==> src/rtl/rv32i_types_pkg.sv <==
`default_nettype none
// ============================================================================
// Package     : rv32i_types_pkg
// Description : Shared RV32I types for the fetch path (word type, fetch slot
//               entry, canonical NOP encoding).
// Revision    : 1.0 - initial release
// ============================================================================
package rv32i_types_pkg;

    typedef logic [31:0] word_t;

    // addi x0, x0, 0
    localparam word_t FETCH_NOP = 32'h0000_0013;

    typedef struct packed {
        word_t instr;
        word_t pc;
        logic  fault;
    } fetch_entry_t;

endpackage : rv32i_types_pkg
`default_nettype wire

==> src/rtl/fetch_buffer_if.sv <==
`default_nettype none
// ============================================================================
// Interface   : fetch_buffer_if
// Description : PC-generator, instruction-memory and decode handshakes of the
//               fetch buffer. master = environment, slave = fetch_buffer.
// Revision    : 1.0 - initial release
// ============================================================================
interface fetch_buffer_if;
    import rv32i_types_pkg::*;

    logic  fetch_req_valid;
    word_t fetch_req_pc;
    logic  fetch_req_ready;

    logic  imem_ren;
    word_t imem_addr;
    logic  imem_gnt;
    logic  imem_rvalid;
    word_t imem_rdata;
    logic  imem_fault;

    logic  instr_valid;
    word_t instr;
    word_t instr_pc;
    logic  instr_fault;
    logic  decode_ready;
    logic  flush;

    modport master (
        output fetch_req_valid, fetch_req_pc,
        output imem_gnt, imem_rvalid, imem_rdata, imem_fault,
        output decode_ready, flush,
        input  fetch_req_ready, imem_ren, imem_addr,
        input  instr_valid, instr, instr_pc, instr_fault
    );

    modport slave (
        input  fetch_req_valid, fetch_req_pc,
        input  imem_gnt, imem_rvalid, imem_rdata, imem_fault,
        input  decode_ready, flush,
        output fetch_req_ready, imem_ren, imem_addr,
        output instr_valid, instr, instr_pc, instr_fault
    );

endinterface : fetch_buffer_if
`default_nettype wire

==> src/rtl/fetch_buffer_ram.sv <==
`default_nettype none
// ============================================================================
// Module      : fetch_buffer_ram
// Description : DEPTH x fetch_entry_t slot storage with a PC write port, an
//               instruction/fault fill port and an asynchronous read port.
// Revision    : 1.0 - initial release
// ============================================================================
module fetch_buffer_ram
    import rv32i_types_pkg::*;
#(
    parameter int DEPTH = 2,
    parameter int AW    = $clog2(DEPTH)
) (
    input  logic          CLK,
    input  logic          pc_we_i,
    input  logic [AW-1:0] pc_addr_i,
    input  word_t         pc_i,
    input  logic          fill_we_i,
    input  logic [AW-1:0] fill_addr_i,
    input  word_t         fill_instr_i,
    input  logic          fill_fault_i,
    input  logic [AW-1:0] rd_addr_i,
    output fetch_entry_t  rd_data_o
);

    fetch_entry_t mem_q [DEPTH];

    // PC and response land in different cycles, so the two ports own disjoint fields
    always_ff @(posedge CLK) begin
        if (pc_we_i) begin
            mem_q[pc_addr_i].pc <= pc_i;
        end
        if (fill_we_i) begin
            mem_q[fill_addr_i].instr <= fill_instr_i;
            mem_q[fill_addr_i].fault <= fill_fault_i;
        end
    end

    assign rd_data_o = mem_q[rd_addr_i];

endmodule : fetch_buffer_ram
`default_nettype wire

==> src/rtl/fetch_buffer.sv <==
`default_nettype none
// ============================================================================
// Module      : fetch_buffer
// Description : In-order instruction fetch buffer with alloc/fill/read
//               pointers and flush-time drop counting of in-flight responses.
//               Optional macro FETCH_BUFFER_BYPASS_EN enables zero-latency
//               presentation of a response when no filled slot is waiting.
// Revision    : 1.0 - initial release
// ============================================================================
module fetch_buffer
    import rv32i_types_pkg::*;
#(
    parameter int DEPTH = 2
) (
    input  logic          CLK,
    input  logic          nRST,
    fetch_buffer_if.slave bus
);

    localparam int AW = $clog2(DEPTH);
    localparam int PW = AW + 1;

    typedef logic [PW-1:0] ptr_t;

    localparam ptr_t DEPTH_P = ptr_t'(DEPTH);

    ptr_t alloc_q, alloc_d;
    ptr_t fill_q,  fill_d;
    ptr_t read_q,  read_d;
    ptr_t drop_q,  drop_d;

    ptr_t         w_occupied;
    ptr_t         w_in_flight;
    logic         w_has_free;
    logic         w_req;
    logic         w_accept;
    logic         w_take;
    logic         w_buf_valid;
    logic         w_bypass;
    logic         w_valid;
    logic         w_pop;
    logic         w_fill_we;
    fetch_entry_t w_head;
    word_t        w_instr;
    word_t        w_instr_pc;
    logic         w_instr_fault;

    assign w_occupied  = alloc_q - read_q;
    assign w_in_flight = alloc_q - fill_q;

    // Responses still owed to dropped slots count against capacity too
    assign w_has_free  = (w_occupied + drop_q) < DEPTH_P;
    assign w_req       = nRST && bus.fetch_req_valid && w_has_free && !bus.flush;
    assign w_accept    = w_req && bus.imem_gnt;
    assign w_take      = nRST && bus.imem_rvalid && (drop_q == '0) && !bus.flush;
    assign w_buf_valid = (read_q != fill_q);

`ifdef FETCH_BUFFER_BYPASS_EN
    assign w_bypass = w_take && !w_buf_valid;
`else
    assign w_bypass = 1'b0;
`endif

    assign w_valid   = w_buf_valid || w_bypass;
    assign w_pop     = w_valid && bus.decode_ready && !bus.flush;
    assign w_fill_we = w_take && !(w_bypass && bus.decode_ready);

    always_comb begin
        alloc_d = alloc_q + ptr_t'(w_accept);
        fill_d  = fill_q  + ptr_t'(w_take);
        read_d  = read_q  + ptr_t'(w_pop);
        drop_d  = drop_q;
        if (bus.flush) begin
            alloc_d = alloc_q + ptr_t'(w_accept);
            fill_d  = alloc_d;
            read_d  = alloc_d;
            // Any response seen this cycle is one of the in-flight ones, already discarded
            drop_d  = drop_q + w_in_flight + ptr_t'(w_accept) - ptr_t'(bus.imem_rvalid);
        end else if (bus.imem_rvalid && (drop_q != '0)) begin
            drop_d = drop_q - ptr_t'(1);
        end
    end

    always_ff @(posedge CLK or negedge nRST) begin
        if (!nRST) begin
            alloc_q <= '0;
            fill_q  <= '0;
            read_q  <= '0;
            drop_q  <= '0;
        end else begin
            alloc_q <= alloc_d;
            fill_q  <= fill_d;
            read_q  <= read_d;
            drop_q  <= drop_d;
        end
    end

    fetch_buffer_ram #(
        .DEPTH (DEPTH),
        .AW    (AW)
    ) u_ram (
        .CLK          (CLK),
        .pc_we_i      (w_accept),
        .pc_addr_i    (alloc_q[AW-1:0]),
        .pc_i         (bus.fetch_req_pc),
        .fill_we_i    (w_fill_we),
        .fill_addr_i  (fill_q[AW-1:0]),
        .fill_instr_i (bus.imem_rdata),
        .fill_fault_i (bus.imem_fault),
        .rd_addr_i    (read_q[AW-1:0]),
        .rd_data_o    (w_head)
    );

    always_comb begin
        w_instr       = FETCH_NOP;
        w_instr_pc    = '0;
        w_instr_fault = 1'b0;
        if (w_bypass) begin
            w_instr       = bus.imem_rdata;
            w_instr_pc    = w_head.pc;
            w_instr_fault = bus.imem_fault;
        end else if (w_buf_valid) begin
            w_instr       = w_head.instr;
            w_instr_pc    = w_head.pc;
            w_instr_fault = w_head.fault;
        end
    end

    assign bus.imem_ren        = w_req;
    assign bus.imem_addr       = bus.fetch_req_pc;
    assign bus.fetch_req_ready = w_accept;
    assign bus.instr_valid     = w_valid;
    assign bus.instr           = w_instr;
    assign bus.instr_pc        = w_instr_pc;
    assign bus.instr_fault     = w_instr_fault;

endmodule : fetch_buffer
`default_nettype wire

==> src/flat_wrapper.sv <==
// flat-port wrapper written by rule: the top's interface ports become plain ports
module fetch_buffer_flat import rv32i_types_pkg::*;
#(
    parameter int DEPTH = 2
)
  (CLK, nRST, bus_fetch_req_valid, bus_fetch_req_pc, bus_imem_gnt, bus_imem_rvalid, bus_imem_rdata, bus_imem_fault, bus_decode_ready, bus_flush, bus_fetch_req_ready, bus_imem_ren, bus_imem_addr, bus_instr_valid, bus_instr, bus_instr_pc, bus_instr_fault);
  fetch_buffer_if bus_i ();
  input  logic CLK;
  input  logic nRST;
  input wire logic [$bits(bus_i.fetch_req_valid)-1:0] bus_fetch_req_valid;
  input wire logic [$bits(bus_i.fetch_req_pc)-1:0] bus_fetch_req_pc;
  input wire logic [$bits(bus_i.imem_gnt)-1:0] bus_imem_gnt;
  input wire logic [$bits(bus_i.imem_rvalid)-1:0] bus_imem_rvalid;
  input wire logic [$bits(bus_i.imem_rdata)-1:0] bus_imem_rdata;
  input wire logic [$bits(bus_i.imem_fault)-1:0] bus_imem_fault;
  input wire logic [$bits(bus_i.decode_ready)-1:0] bus_decode_ready;
  input wire logic [$bits(bus_i.flush)-1:0] bus_flush;
  output wire logic [$bits(bus_i.fetch_req_ready)-1:0] bus_fetch_req_ready;
  output wire logic [$bits(bus_i.imem_ren)-1:0] bus_imem_ren;
  output wire logic [$bits(bus_i.imem_addr)-1:0] bus_imem_addr;
  output wire logic [$bits(bus_i.instr_valid)-1:0] bus_instr_valid;
  output wire logic [$bits(bus_i.instr)-1:0] bus_instr;
  output wire logic [$bits(bus_i.instr_pc)-1:0] bus_instr_pc;
  output wire logic [$bits(bus_i.instr_fault)-1:0] bus_instr_fault;
  assign bus_i.fetch_req_valid = bus_fetch_req_valid;
  assign bus_i.fetch_req_pc = bus_fetch_req_pc;
  assign bus_i.imem_gnt = bus_imem_gnt;
  assign bus_i.imem_rvalid = bus_imem_rvalid;
  assign bus_i.imem_rdata = bus_imem_rdata;
  assign bus_i.imem_fault = bus_imem_fault;
  assign bus_i.decode_ready = bus_decode_ready;
  assign bus_i.flush = bus_flush;
  assign bus_fetch_req_ready = bus_i.fetch_req_ready;
  assign bus_imem_ren = bus_i.imem_ren;
  assign bus_imem_addr = bus_i.imem_addr;
  assign bus_instr_valid = bus_i.instr_valid;
  assign bus_instr = bus_i.instr;
  assign bus_instr_pc = bus_i.instr_pc;
  assign bus_instr_fault = bus_i.instr_fault;
  fetch_buffer #(.DEPTH(DEPTH)) u_core (.CLK(CLK), .nRST(nRST), .bus(bus_i));
endmodule
==> config.mk <==
export PLATFORM = sky130hd
export DESIGN_NAME = fetch_buffer_flat
export DESIGN_NICKNAME = d
export VERILOG_FILES = /design/src/rtl/rv32i_types_pkg.sv /design/src/rtl/fetch_buffer_if.sv /design/src/rtl/fetch_buffer_ram.sv /design/src/rtl/fetch_buffer.sv /design/src/flat_wrapper.sv
export SDC_FILE = /design/constraint.sdc
export NUM_CORES = 1
export LEC_CHECK = 0
export BUFFER_PORTS_ARGS = -buffer_cell sky130_fd_sc_hd__buf_4
export CAP_MARGIN = 10
export CORE_MARGIN = 2
export CORE_UTILIZATION = 45
export CTS_CLUSTER_DIAMETER = 80
export DETAILED_ROUTE_END_ITERATION = 6
export GPL_TIMING_DRIVEN = 1
export PLACE_DENSITY = 0.71
export REMOVE_ABC_BUFFERS = 1
export SYNTH_ARGS = -nofsm -noshare
export SYNTH_HDL_FRONTEND = slang
export SYNTH_SLANG_ARGS = --single-unit
==> constraint.sdc <==
create_clock -name CLK -period 3.3 [get_ports CLK]
set_input_delay 0.66 -clock CLK [delete_from_list [all_inputs] [get_ports CLK]]
set_output_delay 0.66 -clock CLK [all_outputs]
set_load 0.01 [all_outputs]
-- After elaboration in Yosys (flattened, before gate mapping)
Memories as Yosys holds them, arrays and structs flattened.
Index checks and enable logic that the tools add are counted.
- register bits after elaboration: 8
- RAM bits: 130
- input port bits: 72
- word-level logic and storage cells: 42
- memories kept: 1
- $add $sub $neg: 10
- magnitude comparators: 1
- equal/unequal tests: 1
- mux-type cells: 11
- reductions and logical operators: 14
- memory list (name ; depth ; bits a word ; read ports ; clocked after memory_dff ; wr ports ; line ; text):
    u_core.u_ram.mem_q ; 2 ; 65 ; 1 ; 0 ; 2 ; fetch_buffer_ram.sv:26 ; fetch_entry_t mem_q [DEPTH];
- operators by type and width (operator ; number):
    two-way mux 32 bit ; 2
    logical AND 1 bit ; 10
    adder 2 x 1 -> 2 bit ; 4
    two-way mux 2 bit ; 4
    two-way mux 1 bit ; 5
    adder 2 bit ; 2
    nonzero test 2 bit ; 2
    subtractor 2 bit ; 2
    logical NOT 2 bit ; 1
    < comparator 2 bit, second input constant ; 1
    inequality test 2 bit ; 1
    subtractor 2 x 1 -> 2 bit ; 1
    subtractor 2 x 1 -> 2 bit, second input constant ; 1
    logical NOT 1 bit ; 1

-- Depth between registers and ports, before layout
- word-level depth: 9
- depth in mapped cells: 9

-- Modules after synthesis
Synthesis repeated with hierarchy kept, for this count alone.
- cells, all modules: 367
- area, all modules: 6246.0 um^2
- modules (own cells, without submodules) (module ; instances ; cells an instance ; area an instance (um^2) ; sequential area each (um^2)):
    fetch_buffer_ram ; 1 ; 206 ; 4921.0 ; 3903.7
    fetch_buffer ; 1 ; 161 ; 1325.0 ; 200.2

-- Worst setup path after synthesis
No wires, ideal clock.
- path kind: in2reg
- from: input port bus_imem_rvalid
- to: register u_core.drop_q[1]
- data arrival time: 2.685 ns
- data required time: 3.236 ns
- setup slack: 0.551 ns
- stages: 9
- cell sequence: inv_1 fa_1 inv_1 fa_1 inv_1 ha_1 or3b_2 mux2i_1 or3_1
- cells in the longest elaborated chain, start to end: 2
- RTL lines (element ; line ; text):
    start, declared ; flat_wrapper.sv:13 ; input wire logic [$bits(bus_i.imem_rvalid)-1:0] bus_imem_rvalid;
    subtractor 2 x 1 -> 2 bit / logical AND 1 bit (equally long branches) ; fetch_buffer.sv:78, fetch_buffer.sv:79 ;
    two-way mux 2 bit / nonzero test 2 bit (equally long branches) ; -- ;
    end signal, assigned ; fetch_buffer.sv:94 ; drop_q <= drop_d;
    end, declared ; fetch_buffer.sv:30 ; ptr_t drop_q, drop_d;
Parallel ways exist; a longest one is shown, timed or not.
A chain may end at the register's enable or synchronous reset.

-- Final worst setup path
- from: register u_core.read_q[0]
- to: output port bus_imem_ren
- cells in the longest elaborated chain, start to end: 5
- RTL lines (element ; line ; text):
    start, declared ; fetch_buffer.sv:29 ; ptr_t read_q, read_d;
    start signal, assigned ; fetch_buffer.sv:93 ; read_q <= read_d;
    subtractor 2 bit ; fetch_buffer.sv:48 ; assign w_occupied = alloc_q - read_q;
    adder 2 bit ; fetch_buffer.sv:52 ; assign w_has_free = (w_occupied + drop_q) < DEPTH_P;
    < comparator 2 bit ; fetch_buffer.sv:52 ;
    logical AND 1 bit (2 in a row) ; fetch_buffer.sv:53 ; assign w_req = nRST && bus.fetch_req_valid && w_has_free && !bus.flush;
    end, declared ; flat_wrapper.sv:19 ; output wire logic [$bits(bus_i.imem_ren)-1:0] bus_imem_ren;
No other way between the ends.

==> metrics.txt <==
Synth area leaders edfxtp_1 68%, mux2i_1 12%, nor2_1 4.5%; flop2flop setup slack 0.72 ns; # H-tree levels 4; mean routed wirelength per cell 15.9 um; global-route wire length before repair 16400 um; routed via count divided by cell count 4.74; largest net degree at the start of global routing 40; total via count after detailed routing 3355; # placed instances 676; number of distinct library cells after synthesis 25; number of max-capacitance violations reported 0; top post-synthesis cells by count 130 x edfxtp_1, 69 x nor2_1, 67 x mux2i_1, 32 x buf_4, 13 x buf_2; top cell type's share of synthesized area 0.678; clock edge transition at the registers on the reported setup and hold paths 0.06 ns; main combinational cell family by area after synthesis multiplexers; clk sinks 138; area overhead of the layout relative to synthesis 32.3%; final critical-path share of the clock period 0.881; first-pass iteration count of the detailed router 4; Achievable Freq 344 MHz; cell area after layout 7620 um^2; startpoint of the worst-slack reg-to-reg timing path u_core.fill_q[0]$_DFF_PN0_; Top FF cell, synth edfxtp_1; cells after synthesis 373; Leakage Power 0.00327 uW; Final ANT Viol Nets 0; EDFF count, synth 130; Synth Register Bits 138; clock tree buffer depth 2; Hold Path Class in -> async; cell with the most instances after synthesis edfxtp_1; Resize count post-CTS 0; max-slew violation total from the final report 0; pwr/cell area 929 nW/um^2; Post-Synth XOR/XNOR Area 0.0206; worst-path cell chain ha_1 > nor2b_1 > xnor3_1 > and3_1 > buf_4; Die Y-Extent 117 um; total routing resource utilization after global routing 0.164; detailed placer's ending HPWL 7630 um; count of final hold-check violations 0; final critical delay including setup and external delays 2.91 ns; Worst R2R End u_core.drop_q[1]$_DFFE_PN0P_; weighted congestion reported at the end of routability-driven placement 0.737; CTS Buf Count 17; setup repair bufs after CTS 0; Slew headroom 0.672; total congestion overflow 0; unrepaired setup endpoints after global routing false; non-filler cells, final 708; Clock Root Buffer clkbuf_16; Initial Util 0.458; Die Footprint 13700 um^2; # rows 41; worst-case reg-to-reg path depth 9; Port Buf Inserts 171; number of top-level pins 172; worst slew pin tran 0.492 ns; WP data arrival 2.25 ns; critical-path cell with the highest stage delay dfrtp_4; Yosys warning total 0; area of the mapped netlist 5760 um^2; worst path required time 2.64 ns; hold_buf cts 0; core footprint 12600 um^2; number of antenna repair diodes 0; clock tree from TritonCTS built; Die Wd 117 um; outcome finished, final reports clean; share of the synthesized area in compound gates (AO/OA/AOI/OAI) 0.00304; placed inst area 7010 um^2; number of global-route vias before repair 3293; DRC violation total after the first TritonRoute iteration 205; Critical Path Sink Type primary output; type of element launching the critical path flop; maximum ir drop on the vdd rail 0.491 mV; final setup vio count 0; Simple-Gate Fraction of Synth Area 0.0641; Routed Wire Length 11300 um; post-synthesis area per instance 15.4 um^2; clock insertion delay at the later pin of the skew report 0.41 ns; count of unresolved DRC violations after routing 0; clock tree skew after final layout 0.00524 ns; post-synthesis cell type with the largest combined area edfxtp_1; share of synthesized registers carrying an async set or reset 0.0580; share of the yosys chip area belonging to registers 0.713; post-synthesis mux area share 0.116; kind of critical path reg -> out; number of antenna violations at the first check in global routing 0; maximum fanout along the worst path 19; Worst path max stage delay 0.62 ns; post-synthesis adder-cell area fraction 0.0222; share of cells above drive strength 1 0.394; Net count, final 604
## critical path, delay by kind of cell (launching register included)
family | cells | cell delay, ns
buf+inv | 1 | 0.14
fa+ha+maj | 1 | 0.33
simple gates | 2 | 0.31
xor+xnor | 1 | 0.44
flops | 1 | 0.62
## cell type report
cell class,instances,area [um^2]
Inverter,10,37.5
Fill cell,975,4950
Clock inverter,14,179
Clock buffer,18,429
Tap cell,172,215
Sequential cell,138,4110
Multi-Input combinational cell,178,1310
Timing Repair Buffer,178,1340
## sequential cells by signal, summed over array words and instances (netlist names)
register and cells:
u_core.u_ram.mem_q 130, u_core.alloc_q 2, u_core.drop_q 2, u_core.fill_q 2
u_core.read_q 2
## cells in the final DEF, fill, tap and decap left out
master	netlist	routed
a21oi_1	1	1
clkinv_2	0	4
o21ai_0	1	1
clkinv_4	0	1
edfxtp_1	130	130
dfrtp_1	8	7
xnor3_1	1	1
xnor2_1	7	7
and3_1	3	3
xor2_1	4	4
a211oi_1	1	1
nor3b_1	2	2
nor2_1	69	68
or3b_2	1	1
nor2_4	0	1
and3_4	1	1
bufinv_16	0	4
clkbuf_16	0	17
nand2_1	5	5
nor2b_1	4	4
fa_1	2	2
mux2i_1	67	67
inv_1	10	10
clkinv_1	0	2
clkbuf_1	1	1
or3_1	1	1
ha_1	7	7
dfrtp_4	0	1
buf_4	32	178
clkinvlp_4	0	3
and2_1	1	1
## worst max-delay path by stage
stage                          startpoint                           end  slack (ns)  depth (start not counted)
6_report       u_core.read_q[0]$_DFF_PN0_                  bus_imem_ren        0.39                          5
4_1_cts        u_core.read_q[0]$_DFF_PN0_                  bus_imem_ren        0.36                          5
2_1_floorplan  u_core.read_q[0]$_DFF_PN0_                  bus_instr[0]       -2.48                          4
5_1_grt        u_core.read_q[0]$_DFF_PN0_           bus_fetch_req_ready        0.29                          5
3_5_place_dp              bus_imem_rvalid  u_core.drop_q[1]$_DFFE_PN0P_        0.35                         10
3_3_place_gp              bus_imem_rvalid  u_core.drop_q[1]$_DFFE_PN0P_        0.42                         10
## cell families (layout without fill, tap and decap cells)
kind of cell / Yosys count / after routing
and+or+nand+nor: 87 / 87
AOI/OAI and AO/OA: 3 / 3
DFF: 138 / 138
xor gates and xnor gates: 12 / 12
buffers and inverters: 57 / 220
adders and majority gates: 9 / 9
muxes: 67 / 67
## through the flow
stage | hold slack (ns) | worst slack (ns) | utilization | power, uW | setup TNS (ns)
after floorplan | 0.364 | -2.48 | - | 3810 | -204.47
after global placement | 0.492 | 0.416 | 0.558 | 5190 | 0
after detailed placement | 0.492 | 0.347 | 0.558 | 5240 | 0
after CTS | 0.0567 | 0.363 | 0.606 | 7180 | 0
after global routing | 0.0542 | 0.291 | 0.606 | 7470 | 0
final | 0.0693 | 0.391 | 0.606 | 7070 | 0
## routing by layer
metal	wire, um	vias up	track usage
li1	-	1601	-
met1	4420	1657	0.187
met5	0	-	0
met4	181	0	0.0549
met3	418	14	0.0520
met2	6240	83	0.293
## power breakdown
| part | internal (uW) | switching (uW) | leakage, uW |
|---|---|---|---|
| clock network | 1250 | 680 | 0.000291 |
| registers | 2070 | 120 | 0.00126 |
| logic | 1420 | 1530 | 0.00172 |
No activity file was read; power rests on OpenSTA's default activity.
